File: config.mk
export PLATFORM = sky130hd
export DESIGN_NAME = dmem_arbiter
export DESIGN_NICKNAME = d
export VERILOG_FILES = /design/src/rtl/dmem_arb_pkg.sv /design/src/rtl/dmem_arb_fair_cnt.sv /design/src/rtl/dmem_arbiter.sv
export SDC_FILE = /design/constraint.sdc
export NUM_CORES = 1
export LEC_CHECK = 0
export CAP_MARGIN = 10
export CORE_AREA = 5 5 114 116
export CTS_CLUSTER_SIZE = 24
export DETAILED_ROUTE_END_ITERATION = 16
export DIE_AREA = 0 0 119 121
export SYNTH_ARGS = -nofsm -noshare
export SYNTH_HDL_FRONTEND = slang
export SYNTH_SLANG_ARGS = --single-unit
File: constraint.sdc
create_clock -name clock -period 3.4 [get_ports clock]
set_input_delay 0.85 -clock clock [delete_from_list [all_inputs] [get_ports clock]]
set_output_delay 0.85 -clock clock [all_outputs]
set_load 0.01 [all_outputs]
File: src/rtl/dmem_arb_pkg.sv
// Shared types and defaults for the data-memory arbiter.
// The CPU MEM stage and the debug/IO scanner share one data memory port.
package dmem_arb_pkg;

  localparam int DATA_W_DEF     = 32;
  localparam int FAIR_LIMIT_DEF = 4;

  typedef enum logic [1:0] {
    IDLE   = 2'd0,
    CPU_RD = 2'd1,
    DBG_RD = 2'd2
  } arb_state_e;

endpackage

File: src/rtl/dmem_arb_fair_cnt.sv
// Saturating count of CPU wins while debug is waiting.
// sat tells the arbiter that debug must win the next issue.
module dmem_arb_fair_cnt
  import dmem_arb_pkg::*;
#(
  parameter int LIMIT = FAIR_LIMIT_DEF
) (
  input  logic clock,
  input  logic reset,
  input  logic inc,
  input  logic clr,
  output logic sat
);

  localparam int CW = $clog2(LIMIT + 2);

  logic [CW-1:0] cnt_q, cnt_d;

  assign sat = (cnt_q == CW'(LIMIT));

  always_comb begin
    cnt_d = cnt_q;
    if (clr)
      cnt_d = '0;
    else if (inc && !sat)
      cnt_d = cnt_q + 1'b1;
  end

  always_ff @(posedge clock) begin
    if (reset)
      cnt_q <= '0;
    else
      cnt_q <= cnt_d;
  end

endmodule

File: src/rtl/dmem_arbiter.sv
// Two-requester data-memory arbiter: CPU by default, debug after
// FAIR_LIMIT consecutive CPU wins; one issue per cycle, 1-cycle reads.
module dmem_arbiter
  import dmem_arb_pkg::*;
#(
  parameter int DATA_W     = DATA_W_DEF,
  parameter int FAIR_LIMIT = FAIR_LIMIT_DEF
) (
  input  logic              clock,
  input  logic              reset,
  input  logic              cpu_req,
  input  logic              cpu_we,
  input  logic [DATA_W-1:0] cpu_addr,
  input  logic [DATA_W-1:0] cpu_wdata,
  output logic              cpu_stall,
  output logic              cpu_rvalid,
  output logic [DATA_W-1:0] cpu_rdata,
  input  logic              dbg_req,
  input  logic              dbg_we,
  input  logic [DATA_W-1:0] dbg_addr,
  input  logic [DATA_W-1:0] dbg_wdata,
  output logic              dbg_ack,
  output logic [DATA_W-1:0] dbg_rdata,
  output logic              mem_en,
  output logic              mem_we,
  output logic [DATA_W-1:0] mem_addr,
  output logic [DATA_W-1:0] mem_wdata,
  input  logic [DATA_W-1:0] mem_rdata
);

  arb_state_e state_q, state_d;

  logic idle, in_crd, in_drd;
  logic sat, cpu_win, dbg_win;

  // Gating with reset keeps every output at 0 while reset is held.
  assign idle   = !reset && (state_q == IDLE);
  assign in_crd = !reset && (state_q == CPU_RD);
  assign in_drd = !reset && (state_q == DBG_RD);

  assign dbg_win = idle && dbg_req && (sat || !cpu_req);
  assign cpu_win = idle && cpu_req && !dbg_win;

  dmem_arb_fair_cnt #(
    .LIMIT(FAIR_LIMIT)
  ) u_fair (
    .clock(clock),
    .reset(reset),
    .inc  (cpu_win && dbg_req),
    .clr  (dbg_win || !dbg_req),
    .sat  (sat)
  );

  always_ff @(posedge clock) begin
    if (reset)
      state_q <= IDLE;
    else
      state_q <= state_d;
  end

  always_comb begin
    state_d = state_q;
    unique case (state_q)
      IDLE: begin
        if (cpu_win && !cpu_we)
          state_d = CPU_RD;
        else if (dbg_win && !dbg_we)
          state_d = DBG_RD;
      end
      CPU_RD:  state_d = IDLE;
      DBG_RD:  state_d = IDLE;
      default: state_d = IDLE;
    endcase
  end

  always_comb begin
    mem_en    = 1'b0;
    mem_we    = 1'b0;
    mem_addr  = '0;
    mem_wdata = '0;
    unique case (1'b1)
      cpu_win: begin
        mem_en    = 1'b1;
        mem_we    = cpu_we;
        mem_addr  = cpu_addr;
        mem_wdata = cpu_wdata;
      end
      dbg_win: begin
        mem_en    = 1'b1;
        mem_we    = dbg_we;
        mem_addr  = dbg_addr;
        mem_wdata = dbg_wdata;
      end
      default: ;
    endcase
    cpu_rvalid = in_crd;
    cpu_rdata  = in_crd ? mem_rdata : '0;
    dbg_ack    = (dbg_win && dbg_we) || in_drd;
    dbg_rdata  = in_drd ? mem_rdata : '0;
    // A granted store retires at once; a load waits for CPU_RD.
    cpu_stall  = !reset && cpu_req && !in_crd &&
                 !(cpu_win && cpu_we);
  end

endmodule

==> impl_metrics.tcl, run 1 <==
set metrics [dict create \
    grt_use_total 0.176 \
    io_pins 299 \
    slew_headroom 0.753 \
    cp-start-kind "input pin" \
    die_h_um 121 \
    rsz0062_at_grt "false" \
    clk_pin_slew_ps 30 \
    yosysWarningCount 0 \
    vias 3151 \
    finalSetupViolCount 0 \
    drv_slew 0 \
    syn-cell-area_sq_um 1850 \
    place_congestion 0.807 \
    h-tree-depth 1 \
    grt_pass1_wl_um 19800 \
    numCtsBuffers 3 \
    grt_max_degree 35 \
    period_needed_ps 3320 \
    fill_cells 1163 \
    die_area_sq_um 14400 \
    final.setup.tns_ps 0 \
    post-dp-hpwl_um 10800 \
    cp-end-kind "output port" \
    core_sq_um 11800 \
    ir_drop_v 0.000103 \
    outcome "completed" \
    ys_ff_latch 5 \
    viasPerCell 4.19 \
    cts_root_buf "clkbuf_16" \
    skew_ps 1.53 \
    ctsHoldBuffers 0 \
    grt_pass1_vias 3402 \
    dp.cells 727 \
    synth.avg_cell_area_sq_um 6.52 \
    drtIter0Drc 64 \
    rows 40 \
    worstMarginPinSlew_ps 369 \
    cap_violations 0 \
    wl_um 13300 \
    syn_to_final_growth_pct 193 \
    clk_latency_ps 230 \
    ys_types 26 \
    powerDensity_nw_per_um2 150 \
    finalNonFillerCells 752 \
    finalNetCount 772 \
    p_leak_uw 0.00239 \
    start_util 0.157 \
    antenna_left 0 \
    wl_per_cell_um 17.7 \
    io_buffers 298 \
    hold_violations 0 \
    ys_seq_area_frac 0.0541 \
    fmax_mhz 301 \
    final_core_util 0.459 \
    hold_path.class "reg -> reg" \
    drive_above_1_share 0.196 \
    grt_overflow 0 \
    die_width_um 119 \
    cts_max_path_buffers 2 \
    cts_tree "done" \
    syn_inst 284 \
    drt-pass1-iter-count 4 \
    syn_nets 452 \
    crit_fanout 9 \
    drc 0 \
    crit_required_ps 2550 \
    fin_crit_sh 0.977 \
    critPathKind "in -> out" \
    cp_data_arrival_time_ps 2470 \
    antenna_found_initial 2 \
    clock-sinks 5 \
    p_total_uw 811 \
]
worst max-delay path, cell delays in order:
cell             delay (ps)
dlygate4sd2_1           210
or4b_4                  490
nor2_4                  160
buf_12                  120
buf_12                  140
buf_16                  140
a21o_1                  120
clkdlybuf4s15_2         220
path summary, 6_finish.rpt:
kind,from,end,depth (start not counted),slack [ps]
worst max-delay path,dbg_req,dbg_ack,8,80
worst min-delay path,u_fair.cnt_q[1],u_fair.cnt_q[1],2,480
worst min register to register,u_fair.cnt_q[1],u_fair.cnt_q[1],2,480
worst max register to register,u_fair.cnt_q[0],state_q[0],6,1970
layout make-up:
class                   instances  area, sq um  share of cell area
flip-flops and latches          5          100              0.0185
well taps                     147          184              0.0339
repair buffers                334         3330               0.613
inverters                      54          203              0.0374
diodes                          2         5.00            0.000923
clock buffers                   4         78.8              0.0145
multi-input cells             206         1530               0.282
cell families (layout without fill, tap and decap cells):
logic type,count (synthesis),in the layout,synth area share
flip-flops,5,5,0.0541
buffers and inverters,73,392,0.172
AO/OA/AOI/OAI,21,21,0.0899
other,0,2,0
multiplexers,52,52,0.282
adder cells (fa/ha/maj),2,2,0.0135
AND/OR/NAND/NOR,131,131,0.389
through the flow:
stage	setup WS [ps]	instance area (sq um)	hold slack, ps
5_1_grt	4.54	5430	518
6_report	78.6	5430	485
2_1_floorplan	241	1850	449
4_1_cts	14.8	5450	487
3_3_place_gp	-744	5120	459
3_5_place_dp	-740	5120	480
registers in the layout, summed over array words and instances (netlist names):
name          cells
u_fair.cnt_q      3
state_q           2
timing repair:
item | CTS | global route
resized for setup | 274 | 1
gates cloned | 8 | 0
setup endpoints to repair | 132 | 61
setup buffers | 12 | 0
pin swaps | 4 | 2
Yosys cell counts:
cell | instances | share of area
nor3_1 | 1 | 0.0027
nor4b_2 | 2 | 0.016
clkbuf_1 | 11 | 0.022
and2_1 | 64 | 0.22
o21ai_0 | 1 | 0.0027
ha_1 | 2 | 0.014
mux2i_1 | 51 | 0.28
inv_1 | 54 | 0.11
buf_2 | 2 | 0.0054
nor3b_1 | 3 | 0.012
nor2_4 | 1 | 0.0061
nor2b_1 | 1 | 0.0034
or4b_4 | 1 | 0.0074
nand2_1 | 53 | 0.11
a22o_1 | 14 | 0.066
nand4b_1 | 1 | 0.0047
a21oi_1 | 3 | 0.0081
buf_4 | 1 | 0.0041
nand3_1 | 2 | 0.0054
a21boi_1 | 1 | 0.0041
nand2b_1 | 2 | 0.0068
mux2_2 | 1 | 0.0061
buf_6 | 5 | 0.030
dfxtp_1 | 5 | 0.054
a21o_1 | 1 | 0.0041
a2111oi_0 | 1 | 0.0047
report_power, final:
| group | internal [uW] | switching, uW |
|---|---|---|
| registers | 60.4 | 0.840 |
| clock network | 156 | 40.0 |
| logic | 352 | 202 |
cells in the final DEF (no fill, tap or decap), types with 2 or more instances in the layout:
cell type,count
clkdlybuf4s50_1,228
and2_1,64
inv_1,54
nand2_1,53
mux2i_1,49
buf_2,45
buf_4,18
clkdlybuf4s15_2,16
a22o_1,12
buf_12,9
buf_16,7
buf_6,5
dfxtp_1,5
a21oi_1,3
clkbuf_16,3
diode_2,2
nor4b_4,2
nand2b_1,2
a22o_4,2
nor3b_2,2
nand3_1,2
ha_1,2
dlygate4sd2_1,2
clkdlybuf4s15_1,2
layer usage:
metal | wire (um) | track usage | share of wire | up-vias
li1 | - | - | - | 1541
met3 | 1370 | 0.0634 | 0.10 | 10
met5 | 0 | 0 | 0 | -
met2 | 6820 | 0.322 | 0.51 | 192
met4 | 171 | 0.0529 | 0.013 | 0
met1 | 4960 | 0.188 | 0.37 | 1408
Note: power is estimated with default switching activity, not from simulation.
==> inputs of run 2 (changes only) <==
Settings changed: CORE_AREA 5 5 114 116 to 2 2 115 117, DIE_AREA 0 0 119 121 to 0 0 117 119.
==> run 2 against run 1 <==
Against the previous run:
- worst setup slack better by 60 ps
- sequential power rose by 3.3%
- sequential share of layout area grew 0.056 points
- critical path depth fell by 1
- total power is 6.3% lower
- cell count rose by 2.4%
- global-route usage fell by 3.9 points
- non-clock buffer count down 9
- hold slack better by 0.82 ps
- die area is 3.3% lower
- largest power group unchanged
- first-iteration DRC count fell by 17%
- design area is 2.9% lower
==> impl_metrics.tcl, run 2 (synthesis results as in run 1) <==
set metrics [dict create \
    outcome "completed" \
    hold_ws_ps 486 \
    cp_data_arrival_time_ps 2410 \
    fill_cells 1328 \
    crit_fanout 14 \
    grt_use_total 0.137 \
    largest_reg_flops 3 \
    hold_violations 0 \
    die_width_um 117 \
    rsz0062_at_grt "false" \
    dp.cells 763 \
    reg_top3 "u_fair.cnt_q: 3 flops, state_q: 2 flops" \
    hp-start "u_fair.cnt_q[0]" \
    grt_max_degree 34 \
    fin_crit_sh 0.959 \
    finalNonFillerCells 770 \
    cap_violations 0 \
    grt_pass1_wl_um 15100 \
    cts_max_path_buffers 2 \
    die_area_sq_um 13900 \
    drv_slew 0 \
    dpl_worst_slack_ps -558 \
    final_cell_mix "clkdlybuf4s50_1, and2_1, inv_1" \
    place_congestion 0.803 \
    drc 0 \
    post-dp-hpwl_um 9030 \
    crit_required_ps 2550 \
    critPathKind "in -> out" \
    worstMarginPinSlew_ps 315 \
    ir_drop_v 0.000137 \
    h-tree-depth 1 \
    clk_pin_slew_ps 30 \
    clock-sinks 5 \
    antenna_found_initial 0 \
    start_util 0.144 \
    die_h_um 119 \
    rows 42 \
    drtIter0Drc 53 \
    largest_register "u_fair.cnt_q" \
    fin_ws_ps 139 \
    hold_path.class "reg -> reg" \
    grt_overflow 0 \
    cts_tree "done" \
    numCtsBuffers 3 \
    final_area_sq_um 5270 \
    finalNetCount 763 \
    cts_root_buf "clkbuf_16" \
    io_pins 299 \
    cp-start-kind "input pin" \
    final_common_cell "clkdlybuf4s50_1" \
    fmax_mhz 307 \
    n_antenna_cell 0 \
    io_buffers 298 \
    drt-pass1-iter-count 4 \
    timing.critical_path.from "reset" \
    vias 3075 \
    placed_cell_area_sq_um 5230 \
    clk_latency_ps 230 \
    grt_pass1_vias 3146 \
    powerDensity_nw_per_um2 144 \
    r2r_start "state_q[0]" \
    viasPerCell 3.99 \
    skew_ps 0.238 \
    finalSetupViolCount 0 \
    cp-end-kind "output port" \
    slew_headroom 0.784 \
    wl_per_cell_um 13.7 \
    wl_um 10500 \
    period_needed_ps 3260 \
    p_leak_uw 0.00232 \
    drive_above_1_share 0.113 \
    core_sq_um 12900 \
    syn_to_final_growth_pct 185 \
    antenna_left 0 \
]
==> run 2: changes by cell type in the layout (fill, tap and decap cells not counted), sizes merged <==
| cell | delta |
|---|---|
| bufbuf | -1 |
| clkdlybuf4s15 | +9 |
| dlygate4sd2 | +23 |
| diode | -2 |
| buf | -40 |
==> run 2: cell type report <==
type,count,area (sq um),area share
repair buffers,325,3180,0.605
multi-input cells,206,1480,0.281
well taps,176,220,0.0418
inverters,54,203,0.0385
flip-flops and latches,5,100,0.0190
clock buffers,4,78.8,0.0150
==> run 2: through the flow <==
stage,setup TNS (ps),util,power (uW)
after floorplan,0,-,219
after global placement,-39550,0.406,592
after detailed placement,-39930,0.406,597
after CTS,0,0.412,773
after global routing,0,0.409,803
final,0,0.409,760
==> run 2: layer usage <==
metal  global-route usage  up-vias  part of all wire
met3               0.0310       18              0.11
met1                0.139     1359              0.36
met4               0.0441        0             0.024
met2                0.268      187              0.51
li1                     -     1511                 -
met5                    0        -                 0
==> run 2: where the power goes <==
part | internal (uW) | total (uW) | leakage [uW] | switching, uW
sequential | 60.4 | 63.2 | 0.0000405 | 2.87
clock | 156 | 196 | 0.0000382 | 40.7
combinational | 323 | 501 | 0.00224 | 178
total | 539 | 760 | 0.00232 | 221
==> run 2: critical path, cell delays in order <==
cell and delay (ps):
buf_2 130, or4b_4 510, nor2_4 140, buf_12 140
buf_12 160, mux2i_1 190, clkdlybuf4s15_1 280
==> run 2: worst paths after layout <==
check,cells past startpoint,slack (ps),to
worst min register to register,2,490,u_fair.cnt_q[0]
worst max-delay path,7,140,mem_wdata[30]
worst max register to register,4,1830,state_q[0]
worst min-delay path,2,490,u_fair.cnt_q[0]
==> run 2: repair_timing <==
item,CTS,global route
resized for setup,164,2
buffers inserted,3,0
setup endpoints to repair,133,9
hold buffers,0,0
pin swaps,2,2
cloned,1,0
